<file path="src/rtl/instruction_fetch_unit_pkg.sv">
// ============================================================================
// Module  : instruction_fetch_unit_pkg
// Brief   : Shared FSM state encoding and default widths for the fetch unit.
// Revision: 1.0 - initial release
// ============================================================================
`default_nettype none

package instruction_fetch_unit_pkg;

  localparam int DEFAULT_INSTRUCTION_LEN      = 16;
  localparam int DEFAULT_INSTRUCTION_MEM_SIZE = 8;

  typedef enum logic [1:0] {
    IDLE   = 2'd0,
    FETCH  = 2'd1,
    HOLD   = 2'd2,
    HALTED = 2'd3
  } fetch_state_t;

  function automatic logic is_active(input fetch_state_t s);
    return (s == FETCH) || (s == HOLD);
  endfunction

endpackage

`default_nettype wire

</file>
<file path="src/rtl/instruction_fetch_unit_pc_reg.sv">
// ============================================================================
// Module  : fetch_pc_reg
// Brief   : Program counter with redirect (priority) and modulo increment.
// Revision: 1.0 - initial release
// ============================================================================
`default_nettype none

module fetch_pc_reg #(
  parameter int                WIDTH     = 8,
  parameter logic [WIDTH-1:0]  RESET_VAL = '0
) (
  input  logic             clk,
  input  logic             rst,
  input  logic             redirect,
  input  logic [WIDTH-1:0] target,
  input  logic             increment,
  output logic [WIDTH-1:0] pc
);

  always_ff @(posedge clk or posedge rst) begin
    if (rst) begin
      pc <= RESET_VAL;
    end else if (redirect) begin
      pc <= target;
    end else if (increment) begin
      // Natural wrap of the WIDTH-bit add gives modulo-2**WIDTH addressing.
      pc <= pc + WIDTH'(1);
    end
  end

endmodule

`default_nettype wire

</file>
<file path="src/rtl/instruction_fetch_unit.sv">
// ============================================================================
// Module  : instruction_fetch_unit
// Brief   : Fetch FSM and instruction register feeding a ready/valid decoder.
//           Macro FETCH_PREFETCH_EN enables the ipr_write prefetch request.
// Revision: 1.0 - initial release
// ============================================================================
`default_nettype none

module instruction_fetch_unit
  import instruction_fetch_unit_pkg::*;
#(
  parameter int                                INSTRUCTION_LEN      = DEFAULT_INSTRUCTION_LEN,
  parameter int                                INSTRUCTION_MEM_SIZE = DEFAULT_INSTRUCTION_MEM_SIZE,
  parameter logic [INSTRUCTION_MEM_SIZE-1:0]   RESET_PC             = '0
) (
  input  logic                            clk,
  input  logic                            rst,
  input  logic                            start,
  input  logic                            halt,
  output logic [INSTRUCTION_MEM_SIZE-1:0] instruction_ptr,
  output logic                            ipr_write,
  input  logic [INSTRUCTION_LEN-1:0]      instruction,
  output logic [INSTRUCTION_LEN-1:0]      ir,
  output logic [INSTRUCTION_MEM_SIZE-1:0] ir_pc,
  output logic                            ir_valid,
  input  logic                            ir_ready,
  input  logic                            branch_taken,
  input  logic [INSTRUCTION_MEM_SIZE-1:0] branch_target,
  output logic                            busy
);

  fetch_state_t                    state;
  fetch_state_t                    state_next;
  logic                            active;
  logic                            load;
  logic                            redirect;
  logic                            flush;
  logic [INSTRUCTION_MEM_SIZE-1:0] pc;

  // Priority inside FETCH/HOLD: halt > branch_taken > load.
  assign active   = is_active(state);
  assign flush    = active && (halt || branch_taken);
  assign redirect = active && !halt && branch_taken;
  assign load     = active && !flush && (!ir_valid || ir_ready);

  always_ff @(posedge clk or posedge rst) begin
    if (rst) begin
      state <= IDLE;
    end else begin
      state <= state_next;
    end
  end

  always_comb begin
    state_next = state;
    case (state)
      IDLE, HALTED: begin
        if (start) state_next = FETCH;
      end
      FETCH, HOLD: begin
        if (halt)              state_next = HALTED;
        else if (branch_taken) state_next = FETCH;
        else if (load)         state_next = FETCH;
        else                   state_next = HOLD;
      end
      default: state_next = IDLE;
    endcase
  end

  always_comb begin
    busy      = active;
    ipr_write = 1'b0;
`ifdef FETCH_PREFETCH_EN
    // HOLD implies ir_valid, so ready low here can never coincide with a load.
    ipr_write = (state == HOLD) && !ir_ready;
`endif
  end

  fetch_pc_reg #(
    .WIDTH     (INSTRUCTION_MEM_SIZE),
    .RESET_VAL (RESET_PC)
  ) u_pc (
    .clk       (clk),
    .rst       (rst),
    .redirect  (redirect),
    .target    (branch_target),
    .increment (load),
    .pc        (pc)
  );

  assign instruction_ptr = pc;

  always_ff @(posedge clk or posedge rst) begin
    if (rst) begin
      ir       <= '0;
      ir_pc    <= '0;
      ir_valid <= 1'b0;
    end else if (flush) begin
      ir_valid <= 1'b0;
    end else if (load) begin
      ir       <= instruction;
      ir_pc    <= pc;
      ir_valid <= 1'b1;
    end else if (ir_valid && ir_ready) begin
      ir_valid <= 1'b0;
    end
  end

endmodule

`default_nettype wire
</file>
<file path="config.mk">
export PLATFORM = sky130hd
export DESIGN_NAME = instruction_fetch_unit
export DESIGN_NICKNAME = d
export VERILOG_FILES = /design/src/rtl/instruction_fetch_unit_pkg.sv /design/src/rtl/instruction_fetch_unit_pc_reg.sv /design/src/rtl/instruction_fetch_unit.sv
export SDC_FILE = /design/constraint.sdc
export NUM_CORES = 1
export LEC_CHECK = 0
export ABC_AREA = 1
export BUFFER_PORTS_ARGS = -buffer_cell sky130_fd_sc_hd__buf_2
export CORE_UTILIZATION = 35
export CTS_CLUSTER_SIZE = 30
export DETAILED_ROUTE_END_ITERATION = 7
export MAX_ROUTING_LAYER = met4
export PLACE_DENSITY_LB_ADDON = 0.08
export SETUP_SLACK_MARGIN = 0.15
export SLEW_MARGIN = 20
export SYNTH_ARGS = -nofsm -noshare
export SYNTH_HDL_FRONTEND = slang
export SYNTH_SLANG_ARGS = --single-unit
</file>
<file path="constraint.sdc">
create_clock -name clk -period 2.2 [get_ports clk]
set_input_delay 0.11 -clock clk [delete_from_list [all_inputs] [get_ports clk]]
set_output_delay 0.11 -clock clk [all_outputs]
set_load 0.02 [all_outputs]
</file>
======== Word level (Yosys, flattened, before mapping) ========
Index checks and enable logic that the tools add are counted.
storage, ports and cells
  bits in registers ....................... 35
  input port bits ......................... 30
  output and inout bits ................... 35
  logic and storage cells ................. 39
cells by class
  add/subtract/negate cells ............... 1
  eq/ne operators ......................... 4
  multiplexer cells ....................... 10
  bitwise gates (word level) .............. 1
  reductions and logical operators ........ 18
operator list
  cell                 count
  $mux 8               2
  $add 8x1->8 const B  1
  $mux 2               4
  $logic_and 1x1->1    6
  $eq 2x2->1 const B   2
  $pmux 2 s2           1
  $reduce_or 2->1      2
  $logic_not 1->1      3
  $logic_or 1x1->1     3
  $mux 1               3
  $reduce_bool 3->1    1
  $eq 2x1->1 const B   1
  $logic_not 2->1      1
  $ne 2x2->1 const B   1
  $reduce_and 2->1     1
  $reduce_bool 2->1    1
  $not 1->1            1

======== Depth between registers and ports, before layout ========
  word-level depth ........................ 10
  depth in mapped cells ................... 8
  depth with buffers taken out ............ 8

======== Modules after synthesis ========
From an unflattened synthesis, not the netlist that was laid out.
second synthesis, totals
  cells, all modules ...................... 197
  area, all modules ....................... 1,692.9 um^2
modules (own cells, without submodules)
  module                  instances  cells each  area each (um^2)  seq. area each (um^2)
  instruction_fetch_unit  1          133         1,202.4           675.6
  fetch_pc_reg            1          64          490.5             200.2

======== Least setup slack after synthesis ========
OpenSTA, ideal clock, no wires.
  kind .................................... reg2reg
  start ................................... register u_pc.pc[0]
  end ..................................... register u_pc.pc[2]
  library setup time ...................... 0.117 ns
  arrival ................................. 1.179 ns
  required time ........................... 2.083 ns
  setup slack ............................. 0.904 ns
  cell stages (with the launch flop) ...... 7
  buffers on the path ..................... 0
  clock period less this slack ............ 1.296 ns
  cells stage by stage .................... dfrtp_1 -> ha_1 -> or2_2 -> nand3_1 -> nand2_1 -> nand2_1 -> nand2_1
between the ends
  cells in the longest elaborated chain, start to end .. 3
RTL lines
  element                   line                                 source
  start: declaration        instruction_fetch_unit_pc_reg.sv:17  output logic [WIDTH-1:0] pc
  start signal: assignment  instruction_fetch_unit_pc_reg.sv:24  pc <= target;
  start signal: assignment  instruction_fetch_unit_pc_reg.sv:27  pc <= pc + WIDTH'(1);
  $add 8x1->8               instruction_fetch_unit_pc_reg.sv:27
  $mux 8                    instruction_fetch_unit_pc_reg.sv:25  end else if (increment) begin
  $mux 8                    instruction_fetch_unit_pc_reg.sv:23  end else if (redirect) begin
No other way between the ends. The select of a mux whose other input is x is not followed.
A chain may end at the register's enable or synchronous reset.

======== Worst setup path after layout ========
  start ................................... register state[1]
  end ..................................... register u_pc.pc[0]
between the ends
  cells in the longest elaborated chain, start to end .. 7
  elaborated cells on any way between the ends .. 11
  those cells by class .................... eq/ne: 2; mux: 1; reduce/logical: 8
RTL lines
  element                                   line                              source
  start: declaration                        instruction_fetch_unit.sv:32      fetch_state_t state;
  start signal: assignment                  instruction_fetch_unit.sv:50      state <= state_next;
  $eq 2x1->1 or $eq 2x2->1 (tied branches)  instruction_fetch_unit_pkg.sv:21  return (s == FETCH) || (s == HOLD);
  $logic_or 1x1->1 *                        instruction_fetch_unit_pkg.sv:21
  $logic_and 1x1->1                         instruction_fetch_unit.sv:42      assign flush = active && (halt || branch_taken);
  $logic_not 1->1                           instruction_fetch_unit.sv:44      assign load = active && !flush && (!ir_valid || ir_ready);
  $logic_and 1x1->1 (2 in series)           instruction_fetch_unit.sv:44
  $reduce_bool 2->1 (no line)               --
Every way passes the cells marked *; elsewhere a longest branch is shown, timed or not.

==> reports/qor.tcl <==
set qor(synth_sequential_area_ratio_pct) 52.24
set qor(core_sq_um) 4474
set qor(synthAdderAreaFrac_pct) 0.7463
set qor(combinational_family_with_the_most_area_after_synthesis) {simple AND/OR/NAND/NOR gates}
set qor(worst_ep_arrival_ns) 1.76
set qor(cts_root_buf) {clkbuf_8}
set qor(drt_pre_antenna_iters) 6
set qor(routedWlPerCell_um) 11.04
set qor(design_power_total_mw) 2.583
set qor(cp-startpoint) {state[1]}
set qor(layout.core_utilization_pct) 47.09
set qor(clockBufferDepth) 2
set qor(ctsHoldBuffers) 1
set qor(clock_network_latency_to_the_later_pin_of_the_worst_skew_pair_ns) 0.28
set qor(area_delta_synth_final_pct) 25.67
set qor(finalMaxSlewViolations) 0
set qor(timing.max_cap.violations) 0
set qor(number_of_setup_violations_in_the_final_report) 0
set qor(diodes) 0
set qor(io_buffers) 63
set qor(initial_utilization_pct) 37.47
set qor(fin_tns_setup_ns) 0
set qor(synth_xor_xnor_area_share_pct) 0
set qor(num_cts_buffers) 5
set qor(route.final.wire_length_um) 3632
set qor(leakage_nw) 1.220
set qor(most-common-layout-cells) {nand2_1, buf_2, dfrtp_1, inv_1, nand3_1}
set qor(required_ns) 2.38
set qor(post_drt_via_cell_ratio) 4.441
set qor(grt_max_degree) 36
set qor(num-fill-cells) 482
set qor(power-per-cell-area_nw_per_um2) 1226
set qor(cp_max_fo) 32
set qor(final_antenna_net_count) 0
set qor(grt_antenna_before_repair) 0
set qor(cts_htree_levels) 2
set qor(synthDistinctLibCells) 26
set qor(die_area_sq_um) 5071
set qor(post_synth_main_area_contributors) {dfrtp_1, nand2_1, nand3_1}
set qor(rsz0062_at_grt) {no}
set qor(die_height_um) 71.21
set qor(dpl_cell_area_sq_um) 2016
set qor(hold_viol) 0
set qor(synthSimpleGateAreaFrac_pct) 34.40
set qor(netlist.top_cell.by_area) {dfrtp_1}
set qor(drc) 6
set qor(drive_gt1_share_pct) 30.32
set qor(clk_transition_reported_paths_ns) 0.07
set qor(boundaryPins) 65
set qor(global_route.usage.total_pct) 16.54
set qor(fp-row-count) 24
set qor(critical_path_endpoint_category) {flip-flop}
set qor(hpwl_detailed_um) 2661
set qor(wire_length_of_the_first_global_routing_pass_um) 6272
set qor(gp_congestion) 0.7222
set qor(dr_total_vias) 1461
set qor(hold_slack_ns) 0.02317
set qor(fp.dieW_um) 71.21
set qor(synthCells) 209
set qor(setup.reg_to_reg.worst_slack_ns) 0.62
set qor(irDropWorstVdd_uv) 386.4
set qor(yosys_warnings) 0
set qor(cell_area_after_layout_sq_um) 2107
set qor(cts.repair_timing.setup_buffer_count) 0
set qor(synth_area_sq_um) 1677
set qor(overflow) 0
set qor(timing.critical_path.from_type) {flip-flop}
set qor(drt_iter0_markers) 59
set qor(worst_clock_skew_ns) 0.007427
set qor(min_period_over_period_pct) 71.82
set qor(path_class) {flip-flop to flip-flop}
set qor(synth.area.mux_share_pct) 0
set qor(postSynthAreaPerCell_sq_um) 8.022
set qor(cts_resized) 0
set qor(synth.ff_latch_count) 35
set qor(timing_endpoint_of_the_critical_path) {u_pc.pc[0]}
set qor(startpoint_of_the_worst_register_to_register_path) {state[1]}
set qor(timing.hold.worst.class) {primary input to flip-flop}
set qor(run_status) {finished with violations}
set qor(failed_checks) {DRC}
set qor(synth_compound_gate_area_share_pct) 4.925
set qor(timing.reg2reg.worst_path_depth) 8
set qor(clock_tree_from_tritoncts) {built}
set qor(via_count_of_the_first_global_routing_pass) 1415
set qor(crit-reg2reg-capture) {u_pc.pc[0]}
set qor(clock_sink_count) 35
set qor(netlist.area_leader.share_pct) 52.24
set qor(final_nets) 307
set qor(fmax_mhz) 632.9
set qor(most_common_cell_after_layout_fill_and_taps_aside) {nand2_1}
set qor(synthesis.nets) 240
set qor(min_period_ns) 1.580
-- metrics by stage --
step / cells / worst slack (ns)
final: 329 / 0.6200
after floorplan: 209 / 0.9042
after global routing: 329 / 0.4574
after detailed placement: 320 / 0.6165
after CTS: 329 / 0.5985
after global placement: 320 / 0.6342
-- registers in the layout (all words and copies together), names as in the netlist --
| signal | flops |
|---|---|
| ir | 16 |
| ir_valid | 1 |
| state | 2 |
| u_pc.pc | 8 |
| ir_pc | 8 |
-- cell usage after synthesis --
| cell type | number |
|---|---|
| nand4_4 | 1 |
| o21ai_0 | 3 |
| nor2_1 | 5 |
| nand2_2 | 1 |
| inv_2 | 3 |
| ha_1 | 1 |
| or2_2 | 1 |
| nand2_1 | 110 |
| buf_8 | 1 |
| buf_6 | 1 |
| inv_1 | 15 |
| dfrtp_1 | 35 |
| o211ai_1 | 1 |
| nor2_2 | 2 |
| nand3_4 | 1 |
| conb_1 | 1 |
| nand3_1 | 12 |
| o21ai_2 | 2 |
| a21boi_1 | 1 |
| inv_6 | 1 |
| nand3_2 | 1 |
| o22a_1 | 1 |
| buf_4 | 3 |
| nand2_4 | 1 |
| o21ai_1 | 4 |
| o22ai_1 | 1 |
-- cells by family (layout without fill, tap and decap cells) --
family,after synthesis,after routing
adder cells (fa/ha/maj),1,1
AND/OR/NAND/NOR,135,135
other,1,1
AO/OA/AOI/OAI,13,13
flip-flops,35,35
buffers and inverters,24,92
-- routing by layer --
layer / track usage, % / vias up / part of all wire [%]
met5: - / - / 0
met4: 8.000 / 0 / 2.0
met1: 21.38 / 635 / 50
met3: 3.094 / 7 / 5.3
met2: 25.08 / 45 / 42
li1: - / 774 / -
-- area by class of cell --
type / count / area, sq um / share of cell area [%]
clock buffer: 7 / 76.32 / 3.622
tap: 52 / 65.06 / 3.088
clock inverter: 1 / 5.005 / 0.2375
inverter: 19 / 76.32 / 3.622
multi-input combinational: 150 / 675.6 / 32.07
sequential: 35 / 875.8 / 41.57
timing repair buffer: 65 / 332.8 / 15.80
-- how the worst min path moves through the flow --
stage | start | slack, ns | to | cells past startpoint
after floorplan | branch_taken | 0.21 | ir_valid | 1
after CTS | instruction[9] | 0.02 | ir[9] | 3
after detailed placement | rst | 0.24 | ir[9] | 3
after global routing | instruction[3] | 0.02 | ir[3] | 3
after global placement | rst | 0.24 | ir[9] | 3
final | instruction[14] | 0.02 | ir[14] | 3
-- report_power, final --
| group | internal (mW) | leakage [nW] | switching (mW) |
|---|---|---|---|
| combinational | 0.376 | 0.742 | 0.704 |
| sequential | 0.883 | 0.436 | 0.182 |
| clock | 0.222 | 0.0422 | 0.216 |
| total | 1.48 | 1.22 | 1.10 |
-- worst max-delay path, stage by stage, from the launching register on --
cell and delay, ns:
dfrtp_1 0.39, inv_1 0.07, nand2_1 0.08, nand2_4 0.12, nand3_4 0.32, inv_6 0.27
nand2_1 0.09, nand3_1 0.07, nand2_1 0.05
Power figures use the tool's default switching activity.
